--- src/rtl/ps2_pkg.sv ---
// Shared definitions for the PS/2 mouse event path: register map and packet entry layout.
package ps2_pkg;

  localparam int FIELD_W = 9;

  localparam logic [1:0] STATUS    = 2'b00;
  localparam logic [1:0] POS_X     = 2'b01;
  localparam logic [1:0] POS_Y     = 2'b10;
  localparam logic [1:0] FIFO_STAT = 2'b11;

  typedef struct packed {
    logic [FIELD_W-1:0] status;
    logic [FIELD_W-1:0] x;
    logic [FIELD_W-1:0] y;
  } entry_t;

endpackage

--- src/rtl/mouse_fifo_mem.sv ---
// Packet storage for the mouse event FIFO: one write port, asynchronous read port, no reset.
module mouse_fifo_mem
  import ps2_pkg::*;
#(
  parameter int DEPTH = 8
) (
  input  logic                       clk,
  input  logic                       we,
  input  logic [$clog2(DEPTH)-1:0]   waddr,
  input  entry_t                     wdata,
  input  logic [$clog2(DEPTH)-1:0]   raddr,
  output entry_t                     rdata
);

  entry_t mem [DEPTH];

  always_ff @(posedge clk) begin
    if (we) mem[waddr] <= wdata;
  end

  assign rdata = mem[raddr];

endmodule

--- src/rtl/mouse_event_fifo.sv ---
// Mouse packet FIFO with a CPU read port; reading POS_Y pops the head.
// Define MOUSE_FIFO_IRQ_EN to add the registered irq output.
module mouse_event_fifo
  import ps2_pkg::*;
#(
  parameter int DEPTH = 8
) (
  input  logic       clk,
  input  logic       rst,
  input  logic       pkt_valid,
  input  logic [8:0] pkt_status,
  input  logic [8:0] pkt_x,
  input  logic [8:0] pkt_y,
  input  logic       io_cs,
  input  logic       io_rd,
  input  logic [1:0] addr,
  output logic [8:0] data
`ifdef MOUSE_FIFO_IRQ_EN
  ,
  output logic       irq
`endif
);

  localparam int            AW      = $clog2(DEPTH);
  localparam logic [6:0]    DEPTH_C = 7'(DEPTH);
  localparam logic [AW-1:0] PTR_ONE = AW'(1);

  logic [AW-1:0] wr_ptr, rd_ptr;
  logic [6:0]    count;
  logic          overflow;
  logic          empty, full;
  logic          pop, push_ok, ovf_set, stat_rd;
  entry_t        head, wr_entry;

  assign empty    = (count == 7'd0);
  assign full     = (count == DEPTH_C);
  assign pop      = io_cs && io_rd && (addr == POS_Y) && !empty;
  // A full FIFO still accepts a packet when the head leaves on the same edge.
  assign push_ok  = pkt_valid && (!full || pop);
  assign ovf_set  = pkt_valid && full && !pop;
  assign stat_rd  = io_cs && io_rd && (addr == FIFO_STAT);
  assign wr_entry = '{status: pkt_status, x: pkt_x, y: pkt_y};

  mouse_fifo_mem #(.DEPTH(DEPTH)) u_mem (
    .clk   (clk),
    .we    (push_ok),
    .waddr (wr_ptr),
    .wdata (wr_entry),
    .raddr (rd_ptr),
    .rdata (head)
  );

  always_ff @(posedge clk or negedge rst) begin
    if (!rst) begin
      wr_ptr   <= '0;
      rd_ptr   <= '0;
      count    <= 7'd0;
      overflow <= 1'b0;
    end else begin
      if (push_ok) wr_ptr <= wr_ptr + PTR_ONE;
      if (pop)     rd_ptr <= rd_ptr + PTR_ONE;
      case ({push_ok, pop})
        2'b10:   count <= count + 7'd1;
        2'b01:   count <= count - 7'd1;
        default: count <= count;
      endcase
      // A new overflow beats a same-edge status read clear.
      overflow <= ovf_set | (overflow & ~stat_rd);
    end
  end

  always_comb begin
    data = 9'd0;
    case (addr)
      STATUS:    data = empty ? 9'd0 : head.status;
      POS_X:     data = empty ? 9'd0 : head.x;
      POS_Y:     data = empty ? 9'd0 : head.y;
      FIFO_STAT: data = {overflow, empty, count};
      default:   data = 9'd0;
    endcase
  end

`ifdef MOUSE_FIFO_IRQ_EN
  always_ff @(posedge clk or negedge rst) begin
    if (!rst) irq <= 1'b0;
    else      irq <= !empty || overflow;
  end
`endif

endmodule

--- config.mk ---
export PLATFORM = sky130hd
export DESIGN_NAME = mouse_event_fifo
export DESIGN_NICKNAME = d
export VERILOG_FILES = /design/src/rtl/ps2_pkg.sv /design/src/rtl/mouse_fifo_mem.sv /design/src/rtl/mouse_event_fifo.sv
export SDC_FILE = /design/constraint.sdc
export NUM_CORES = 1
export LEC_CHECK = 0
export BUFFER_PORTS_ARGS = -buffer_cell sky130_fd_sc_hd__buf_2
export CAP_MARGIN = 20
export CORE_ASPECT_RATIO = 0.9
export CORE_MARGIN = 4
export CORE_UTILIZATION = 50
export DETAILED_ROUTE_END_ITERATION = 6
export PLACE_DENSITY = 0.7
export SYNTH_ARGS = -nofsm -noshare
export SYNTH_HDL_FRONTEND = slang
export SYNTH_SLANG_ARGS = --single-unit
--- constraint.sdc ---
create_clock -name clk -period 3.3 [get_ports clk]
set_input_delay 0.165 -clock clk [delete_from_list [all_inputs] [get_ports clk]]
set_output_delay 0.165 -clock clk [all_outputs]
set_load 0.02 [all_outputs]
==> key figures, run 1 <==
Finish
  • Fin cells: 903
  • Finished Cell Area: around 0.011 mm2
  • Nets: just under 700
  • Area grow syn2layout: 17.6%
  • Util after Layout: 59.8%
  • Ant diodes: 0
  • Share of post-route cells with drive strength above 1: 23.6%

Yosys
  • Post-synthesis mux area share: between 10% and 20%
  • Netlist cell types: between 40 and 50
  • Cell taking the most area after synthesis: edfxtp_1
  • Cells after Synth: around 560
  • Post-synthesis compound-gate area fraction: under 10%
  • Syn nets: approximately 600
  • Syn_area_per_cell: between 15 and 20 um2
  • FF+latch count, synth: 230
  • Synth Area in Adders: 0.401%
  • Yosys warns: 0
  • Synthesized cell area: between 0.009 and 0.01 mm2
  • Largest family of logic cells by synthesized area: multiplexers
  • Synth top area cells: edfxtp_1 (69%), mux2i_1 (5.5%), mux2_2 (4.4%), dfrtp_1 (3.7%), a211oi_1 (1.4%)
  • EDFF count, synth: 216
  • Ys async rst share: a little over 6%
  • Area share of the largest cell type after synthesis: 69.3%
  • Post-synthesis xor/xnor area fraction: between 1 and 1.5%
  • Top FF cell, synth: edfxtp_1
  • Synth Area in Simple Gates: roughly 4.7%
  • Sequential share of the synthesized area: between 70% and 80%

Clocking
  • CTS tree: yes
  • CTS buffer count: 24
  • CTS max path bufs: 3
  • Clock sinks: 230
  • Worst-path clk slew: about 0.060 ns
  • Root buf cell: clkbuf_16
  • Latest clock arrival within the worst-skew pair: about 0.5 ns
  • H-tree Lvls: 1

Timing
  • Worst slew pin tran: roughly 0.75 ns
  • Top achievable clock speed: approximately 0.33 GHz
  • Relative max-transition margin: roughly half
  • Final hold violation count: 0
  • Setup Viol. Count Final: 0
  • Setup tns final: 0 ns
  • Worst hold slack: 0.0276 ns
  • Fin crit share: 91.7%
  • Final Skew: between 0.004 and 0.005 ns
  • Unrepaired setup endpoints after global routing: no
  • Final min period: 3.03 ns
  • Max-slew violations: 0
  • Final worst slack: ~0.27 ns

Detailed routing
  • Drt total wl: around 20000 um
  • Drt drc: 0
  • Routed length per instance: 22.5 um
  • Routed Antenna Nets: 0
  • Iter 0 DRT Violations: roughly 380
  • Routed vias/inst: approximately 6
  • DR vias: roughly 5300
  • DR pass1 iterations: 5

Placed design
  • Routability cong.: a little under 0.8
  • Dpl ws: about 0.39 ns
  • Hpwl dp: about 12000 um
  • DP Cell Count: between 800 and 900
  • Port Buffer Count: between 40 and 50
  • Post-placement cell area: approximately 0.0099 mm2

Hold path
  • Hold path cells: 3
  • Hold Path Class: primary input to flip-flop

Power and ir drop
  • Max VDD drop: ~0.5 mV
  • Leakage: 3.73 nW
  • Pwr/cell area: roughly 840 mW/mm2
  • Total power: slightly above 9 mW

Worst setup path
  • R2R Path Start: count[1]$_DFFE_PN0P_
  • Critical Path, Cell by Cell: buf_4 -> mux2_2 -> o22ai_1 -> a221oi_1 -> o21bai_1 -> a21oi_1 -> buf_2
  • Worst setup path end: data[1]
  • FF-to-FF path depth: 9
  • FF-to-FF setup slack: approximately 0.7 ns
  • Critical Path Fanout Max: 35
  • CP Data Required Time: 3.13 ns
  • Setup crit start kind: flip-flop
  • Worst path max stage delay: about 0.76 ns
  • Critical path depth in cells: 7
  • WS Path Type: flip-flop to output pin
  • CP startpoint: rd_ptr[1]$_DFFE_PN0N_
  • CP Buf/Inv Count: 2
  • R2R Path End: count[6]$_DFFE_PN0P_
  • Slowest cell on the critical path: dfrtp_4
  • Crit path DAT: 2.86 ns
  • Family with the most delay on the worst path: flip-flops
  • CP Capture Type: output pin

Floorplanning
  • Core ar.: roughly 0.018 mm2
  • Horiz. Die Dim: ~150 um
  • Die ar.: 0.0210 mm2
  • Core Rows: between 40 and 50
  • DIE HEIGHT: between 100 and 150 um
  • Initial core utilization: roughly 51%
  • Io pins: 43

Global route
  • Vias in the first global route: approximately 5400
  • Pin count of the biggest net entering global routing: 36
  • First-pass GRT wire length: a little over 30000 um
  • Grt ovf: 0
  • GRT Total Usage: 19.4%
  • Initial antenna violation count: 0

Run
  • MaxCap Viol Count: 0

Run status
  • Status: completed
==> cell usage in the layout (no fill, tap or decap), types with 12 or more instances in the layout <==
cell / Yosys / layout
edfxtp_1: 216 / 216
mux2i_1: 51 / 51
buf_2: 11 / 42
mux2_2: 37 / 37
dlygate4sd3_1: 0 / 28
clkbuf_16: 0 / 25
buf_4: 2 / 20
nor2b_1: 18 / 18
a211oi_1: 18 / 18
o22ai_1: 17 / 17
a21oi_1: 16 / 16
nand2_1: 15 / 14
dfrtp_1: 14 / 12
==> state kept, by name, summed over array words and instances, names as in the netlist <==
register / count
count: 7
rd_ptr: 3
wr_ptr: 3
u_mem.mem: 216
overflow: 1
==> worst register-to-register path: cells and delay by family, from the launching register on <==
kind,cells,cell delay (ns)
AOI/OAI and AO/OA,1,0.36
DFF,1,0.50
muxes,1,0.26
xor gates and xnor gates,2,0.29
and+or+nand+nor,4,0.88
adders and majority gates,1,0.25
==> metal layers <==
layer | wire [um] | track usage [%] | up-vias | share of wire, %
met5 | 0 | 0 | - | 0
met1 | 9040 | 27.0 | 2672 | 44
met3 | 1100 | 2.86 | 35 | 5.4
li1 | - | - | 2397 | -
met4 | 492 | 4.79 | 0 | 2.4
met2 | 9720 | 32.7 | 172 | 48
==> report_power, final <==
group / switching (mW) / internal, mW
Combinational: 1.52 / 1.07
Clock: 1.03 / 1.61
Sequential: 0.367 / 3.70
Total: 2.91 / 6.38
==> repair_timing <==
action                                  in CTS  in global routing
endpoints found under the setup margin       4                  4
resized for setup                            1                  5
hold buffers                                28                  0
buffers inserted                             1                  0
endpoints found under the hold margin      230                  0
==> Yosys cell counts (3+ instances only) <==
cell type / n
a221oi_1: 7
nand2_1: 15
nor2_1: 15
a211oi_1: 18
mux4_2: 5
xnor2_1: 4
mux2i_1: 51
clkbuf_1: 14
o21ai_0: 10
mux2_2: 37
a21oi_1: 16
nor2b_1: 18
a31oi_1: 7
edfxtp_1: 216
a2111oi_0: 7
o22ai_1: 17
nor3_1: 5
xor2_1: 7
ha_1: 3
clkbuf_8: 3
nand3_1: 5
nand2b_1: 5
dfrtp_1: 14
o21bai_1: 5
buf_2: 11
a22oi_1: 10
a22o_1: 3
==> worst min-delay path by stage <==
stage | from | endpoint | slack [ns]
2_1_floorplan | rst | count[0]$_DFFE_PN0P_ | -0.13
3_3_place_gp | rst | rd_ptr[0]$_DFFE_PN0N_ | 0.08
3_5_place_dp | rst | rd_ptr[0]$_DFFE_PN0N_ | 0.08
4_1_cts | pkt_valid | overflow$_DFF_PN0_ | 0.004
5_1_grt | pkt_valid | overflow$_DFF_PN0_ | 0.07
6_report | pkt_valid | overflow$_DFF_PN0_ | 0.03
==> layout make-up <==
type | count | area, um2
flip-flops and latches | 230 | 6840
well taps | 245 | 307
multi-input cells | 293 | 2400
repair buffers | 92 | 681
clock inverters | 11 | 130
inverters | 1 | 3.75
clock buffers | 31 | 648
fillers | 1343 | 7390
==> cells by family after synthesis <==
group                    Yosys count
XOR/XNOR                          11
buffers and inverters             32
adder cells (fa/ha/maj)            3
AND/OR/NAND/NOR                   77
AO/OA/AOI/OAI                    109
multiplexers                      93
flip-flops                       230
No activity file was read; power rests on OpenSTA's default activity.
==> run 2: changes to the inputs <==
--- a/config.mk
+++ b/config.mk
@@ -12,6 +12,7 @@
 export CORE_UTILIZATION = 50
 export DETAILED_ROUTE_END_ITERATION = 6
 export PLACE_DENSITY = 0.7
+export RECOVER_POWER = 25
 export SYNTH_ARGS = -nofsm -noshare
 export SYNTH_HDL_FRONTEND = slang
 export SYNTH_SLANG_ARGS = --single-unit
==> run 2 against run 1 <==
Compared with the run above:
- global-route usage unchanged
- cell count unchanged
- critical path depth down 1
- via count up 0.17%
- worst setup slack worse by 0.0027 ns
- cell area down 0.18%
- non-clock buffer count unchanged
- total power about the same
- worst hold slack worse by 0.0080 ns
- clock-buffer cell count unchanged
- largest cell class unchanged
- die area unchanged
==> key figures, run 2 (synthesis results as in run 1) <==
Run status
  • Status: completed

Placed design
  • Post-placement cell area: 0.00993 mm2
  • Port Buffer Count: 42
  • Routability cong.: 0.793
  • DP Cell Count: 832
  • Hpwl dp: roughly 12000 um
  • Dpl ws: roughly 0.4 ns

Floorplanning
  • Core ar.: about 0.018 mm2
  • Die ar.: 0.0210 mm2
  • Initial core utilization: ~51%
  • DIE HEIGHT: approximately 140 um
  • Horiz. Die Dim: around 150 um
  • Core Rows: 47
  • Io pins: 43

Finish
  • Ant diodes: 0
  • Fin cells: approximately 900
  • Finished Cell Area: 0.0110 mm2
  • Most flops, register: u_mem.mem
  • Max reg flops: approximately 220
  • Area grow syn2layout: 17.4%
  • Layout fillers: roughly 1300
  • Share of post-route cells with drive strength above 1: about a fifth
  • Nets: slightly below 700
  • Commonest non-fill, non-tap cell in the layout: edfxtp_1
  • Commonest non-fill, non-tap cells in the layout: edfxtp_1 (216), mux2i_1 (51), mux2_2 (37)
  • Biggest regs: u_mem.mem: 216 flops, count: 7 flops
  • Util after Layout: about three fifths

Global route
  • Grt met3 use: ~2.9%
  • Gr busiest metal: met2
  • M2 GR Usage: around a third
  • Grt ovf: 0
  • Pin count of the biggest net entering global routing: 36
  • First-pass GRT wire length: approximately 31000 um
  • Vias in the first global route: approximately 5400
  • GRT Total Usage: between 10% and 20%
  • Initial antenna violation count: 0
  • Global routing usage on met1: around 27%

Power and ir drop
  • Leakage: about 3.7 nW
  • Pwr/cell area: roughly 840 mW/mm2
  • Total power: 9.29 mW
  • Max VDD drop: between 0.5 and 0.6 mV
  • Switching share of power: a little under a third
  • Share of total power in the clock network: ~28%
  • Switch Pwr: roughly 2.9 mW
  • Logic pwr share: 27.8%
  • Internal power: about 6.4 mW
  • Sequential power share: a little over two fifths

Timing
  • Max-slew violations: 0
  • Fin crit share: about 90%
  • Final min period: about 3.0 ns
  • Setup tns final: 0 ns
  • Unrepaired setup endpoints after global routing: no
  • Worst slew pin tran: between 0.7 and 0.8 ns
  • Relative max-transition margin: between 40% and 50%
  • Final Skew: about 0.0045 ns
  • Setup Viol. Count Final: 0
  • Top achievable clock speed: around 0.33 GHz
  • Final hold violation count: 0
  • Worst hold slack: roughly 0.020 ns
  • Final worst slack: 0.271 ns

Detailed routing
  • DR vias: 5285
  • Drt drc: 0
  • Routed Antenna Nets: 0
  • Iter 0 DRT Violations: between 300 and 400
  • Drt total wl: approximately 20000 um
  • DR pass1 iterations: 5
  • Routed length per instance: between 20 and 25 um
  • Routed vias/inst: 5.85

Worst setup path
  • Slowest cell on the critical path: dfrtp_1
  • Setup crit start kind: flip-flop
  • Critical Path Fanout Max: 9
  • Critical Path, Cell by Cell: nand2b_1 -> a211oi_1 -> a2111oi_0 -> a31oi_1 -> a21oi_1 -> buf_2
  • WS Path Type: flip-flop to output pin
  • Crit path DAT: roughly 2.9 ns
  • CP Capture Type: output pin
  • Worst path max stage delay: roughly 0.56 ns
  • CP Data Required Time: between 3 and 4 ns

Clocking
  • CTS tree: yes
  • H-tree Lvls: 1
  • Clock sinks: between 200 and 250
  • CTS max path bufs: 3
  • Latest clock arrival within the worst-skew pair: about 0.5 ns
  • Root buf cell: clkbuf_16
  • CTS buffer count: 24
  • Worst-path clk slew: 0.06 ns

Run
  • MaxCap Viol Count: 0

Hold path
  • Hold Path Class: primary input to flip-flop
==> run 2: changes by cell type in the layout (fill, tap and decap cells not counted), sizes merged <==
cell    change
buf        -16
clkbuf     +16
==> run 2: power by group through the flow <==
stage          clock, mW  sequential (mW)  combinational, mW
2_1_floorplan          0             3.90               1.89
3_3_place_gp           0             4.16               2.40
3_5_place_dp           0             4.19               2.44
4_1_cts             2.69             4.07               2.59
5_1_grt             2.80             4.12               2.78
6_report            2.64             4.06               2.58
==> run 2: worst paths after layout <==
check / from / slack (ns) / cells after the start / end
min in group asynchronous: rst / 0.25 / 2 / count[5]$_DFFE_PN0P_
max reg2reg: count[1]$_DFFE_PN0P_ / 0.71 / 9 / count[6]$_DFFE_PN0P_
min: pkt_valid / 0.02 / 3 / overflow$_DFF_PN0_
max in group asynchronous: rst / 2.49 / 2 / rd_ptr[1]$_DFFE_PN0N_
min reg2reg: wr_ptr[0]$_DFFE_PN0P_ / 0.52 / 1 / wr_ptr[0]$_DFFE_PN0P_
max: rd_ptr[2]$_DFFE_PN0N_ / 0.27 / 6 / data[1]
==> run 2: layout make-up <==
| class | instances | area (um2) | share of cell area [%] |
|---|---|---|---|
| flip-flops and latches | 230 | 6840 | 62.2 |
| inverters | 1 | 3.75 | 0.0341 |
| multi-input cells | 293 | 2400 | 21.9 |
| repair buffers | 92 | 661 | 6.01 |
| clock buffers | 31 | 648 | 5.90 |
| clock inverters | 11 | 130 | 1.18 |
| well taps | 245 | 307 | 2.79 |
==> run 2: metal layers <==
metal,part of all wire [%],vias up
met5,0,-
met4,2.2,0
met3,5.8,36
met2,48,183
met1,44,2671
li1,-,2395
==> run 2: timing repair <==
action	in CTS	in global routing
endpoints found under the hold margin	230	0
setup buffers	1	0
hold buffers	28	0
setup endpoints to repair	4	4
resized for setup	1	5
==> run 2: worst max-delay path: cells and delay by family, from the launching register on <==
kind	cells	cell delay [ns]
AO/OA/AOI/OAI	4	1.08
flip-flops	1	0.56
AND/OR/NAND/NOR	1	0.49
buffers and inverters	1	0.22
==> run 3: changes to the inputs <==
--- a/config.mk
+++ b/config.mk
@@ -15,4 +15,5 @@
 export RECOVER_POWER = 25
 export SYNTH_ARGS = -nofsm -noshare
 export SYNTH_HDL_FRONTEND = slang
+export SYNTH_HIERARCHICAL = 1
 export SYNTH_SLANG_ARGS = --single-unit
==> run 3 against run 2 <==
Compared with the run above:
- clock skew increased by 0.0033 ns
- synthesized cell count decreased by 19%
- worst hold slack improved by 0.0048 ns
- routed wire length decreased by 9.2%
- via count decreased by 12%
==> key figures, run 3 <==
Run status
  • Status: completed

Finish
  • Fin cells: 796
  • Most flops, register: u_mem/mem
  • Max reg flops: between 200 and 250
  • Share of post-route cells with drive strength above 1: 24.0%
  • Commonest non-fill, non-tap cells in the layout: edfxtp_1 (216), mux4_1 (54), mux2_2 (36)
  • Layout fillers: 1296
  • Ant diodes: 0
  • Commonest non-fill, non-tap cell in the layout: edfxtp_1
  • Nets: 574
  • Area grow syn2layout: 14.9%
  • Biggest regs: u_mem/mem: 216 flops, count: 7 flops

Worst setup path
  • CP Data Required Time: between 3 and 4 ns
  • Most common cell on crit path: mux2_2
  • Setup crit start kind: flip-flop
  • WS Path Type: flip-flop to output pin
  • CP Buf/Inv Count: 2
  • Critical Path, Cell by Cell: buf_4 -> mux4_1 -> mux2_2 -> mux2_2 -> nand3_1 -> o21ai_0 -> buf_2
  • Worst path max stage delay: between 0.5 and 0.6 ns
  • CP Capture Type: output pin
  • Family with the most delay on the worst path: multiplexers
  • Slowest cell on the critical path: dfrtp_4
  • Crit path DAT: 3.01 ns
  • Critical Path Fanout Max: 15

Detailed routing
  • Routed Antenna Nets: 0
  • DR pass1 iterations: 5
  • Routed vias/inst: 5.85
  • Iter 0 DRT Violations: roughly 360
  • Routed length per instance: 23.2 um
  • Drt drc: 0
  • Drt total wl: about 18000 um
  • DR vias: roughly 4700

Yosys
  • Area share of the largest cell type after synthesis: about two thirds
  • Syn_area_per_cell: between 20 and 25 um2
  • Sequential share of the synthesized area: a little under three quarters
  • Cell taking the most area after synthesis: edfxtp_1
  • Netlist cell types: 47
  • Top FF cell, synth: edfxtp_1
  • Yosys warns: 6
  • FF+latch count, synth: 230
  • Synth top cells by count: edfxtp_1 (216), mux4_1 (54), mux2_2 (36)
  • Cell with the most instances after synthesis: edfxtp_1
  • Ys async rst share: under 10%
  • EDFF count, synth: approximately 220
  • Synthesized cell area: 0.00960 mm2
  • Syn nets: about 490
  • Cells after Synth: 452
  • Synth top area cells: edfxtp_1 (68%), mux4_1 (15%), mux2_2 (4.2%), dfrtp_1 (3.6%), buf_6 (0.82%)

Timing
  • Fin crit share: a little over nine tenths
  • Setup tns final: 0 ns
  • Final hold violation count: 0
  • Max-slew violations: 0
  • Final min period: 3.18 ns
  • Unrepaired setup endpoints after global routing: no
  • Setup Viol. Count Final: 0
  • Worst hold slack: 0.0244 ns
  • Relative max-transition margin: 48.7%
  • Final Skew: ~0.0078 ns
  • Worst slew pin tran: between 0.7 and 0.8 ns
  • Top achievable clock speed: around 0.31 GHz

Floorplanning
  • Initial core utilization: between 50% and 60%
  • Core Rows: 47
  • DIE HEIGHT: 139 um
  • Horiz. Die Dim: around 150 um
  • Die ar.: about 0.021 mm2
  • Core ar.: roughly 0.019 mm2
  • Io pins: 43

Global route
  • GRT Total Usage: between 15 and 20%
  • Pin count of the biggest net entering global routing: 30
  • First-pass GRT wire length: roughly 28000 um
  • Initial antenna violation count: 0
  • Grt ovf: 0
  • Vias in the first global route: 4644

Power and ir drop
  • Pwr/cell area: about 800 mW/mm2
  • Max VDD drop: ~0.36 mV
  • Leakage: ~3.7 nW

Placed design
  • Port Buffer Count: between 40 and 50
  • Routability cong.: 0.780
  • Hpwl dp: 10600 um
  • DP Cell Count: between 700 and 800

Clocking
  • CTS tree: yes
  • Root buf cell: clkbuf_16
  • Post-CTS Setup Repair Bufs: 0
  • CTS max path bufs: 3
  • CTS buffer count: 23
  • H-tree Lvls: 1
  • Clock sinks: 230
  • Latest clock arrival within the worst-skew pair: between 0.5 and 0.6 ns
  • Worst-path clk slew: 0.06 ns

Hold path
  • Hold Path Class: primary input to flip-flop

Run
  • MaxCap Viol Count: 0
[run 3: stage by stage]
step                instance area [um2]  setup WS (ns)  total power, mW  utilization (%)
floorplan                          9600         0.0169             5.86                -
global placement                  10100          0.576             6.55             54.2
detailed placement                10100          0.577             6.60             54.2
CTS                               11000        0.00653             8.96             59.3
global route                      11000        0.00544             9.27             59.2
finish                            11000          0.124             8.86             59.2
[run 3: cell families (layout without fill, tap and decap cells)]
| group | Yosys count | count (layout) | synth area share (%) |
|---|---|---|---|
| AO/OA/AOI/OAI | 30 | 30 | 2.27 |
| AND/OR/NAND/NOR | 55 | 55 | 3.68 |
| buffers and inverters | 30 | 129 | 1.92 |
| XOR/XNOR | 10 | 10 | 0.912 |
| flip-flops | 230 | 230 | 71.2 |
| adder cells (fa/ha/maj) | 3 | 3 | 0.391 |
| multiplexers | 94 | 94 | 19.6 |
[run 3: final timing paths]
| path | cells after the start | slack [ns] | end | startpoint |
|---|---|---|---|---|
| worst min-delay path | 3 | 0.02 | overflow$_DFF_PN0_ | addr[0] |
| max in group asynchronous | 2 | 2.48 | rd_ptr[0]$_DFFE_PN0N_ | rst |
| worst max register to register | 8 | 0.98 | count[6]$_DFFE_PN0P_ | count[1]$_DFFE_PN0P_ |
| worst max-delay path | 7 | 0.12 | data[6] | rd_ptr[0]$_DFFE_PN0N_ |
| worst min register to register | 1 | 0.51 | wr_ptr[2]$_DFFE_PN0P_ | wr_ptr[2]$_DFFE_PN0P_ |
| min in group asynchronous | 2 | 0.25 | wr_ptr[2]$_DFFE_PN0P_ | rst |
[run 3: layout make-up]
class,instances,area [um2],share of cell area [%]
clock buffer,27,591,5.35
multi-input combinational,192,2600,23.6
inverter,3,11.3,0.102
timing repair buffer,87,612,5.55
sequential,230,6840,62.0
tap,245,307,2.78
clock inverter,12,65.1,0.590
[run 3: worst register-to-register path, cell delays in order, from the launching register on]
cell	delay, ns
dfrtp_1	0.62
nor3_4	0.13
a211oi_2	0.43
xor2_1	0.21
ha_1	0.27
nand4_1	0.11
nor2_1	0.15
a32oi_1	0.13
xnor2_1	0.15
[run 3: timing repair]
item	4_1_cts	5_1_grt
hold buffers	28	0
endpoints found under the hold margin	230	0
setup endpoints to repair	0	8
resized for setup	0	1
[run 3: where the power goes]
group	switching (mW)	internal, mW	total, mW
sequential	0.332	3.69	4.03
clock	1.03	1.28	2.30
combinational	1.26	1.27	2.53
[run 3: per-layer routing]
| metal | wire (um) | track usage (%) | part of all wire [%] | vias to the layer above |
|---|---|---|---|---|
| met5 | 0 | 0 | 0 | - |
| met3 | 1190 | 3.26 | 6.5 | 27 |
| met1 | 8150 | 25.4 | 44 | 2380 |
| met2 | 8780 | 27.2 | 48 | 153 |
| met4 | 335 | 4.14 | 1.8 | 0 |
| li1 | - | - | - | 2094 |
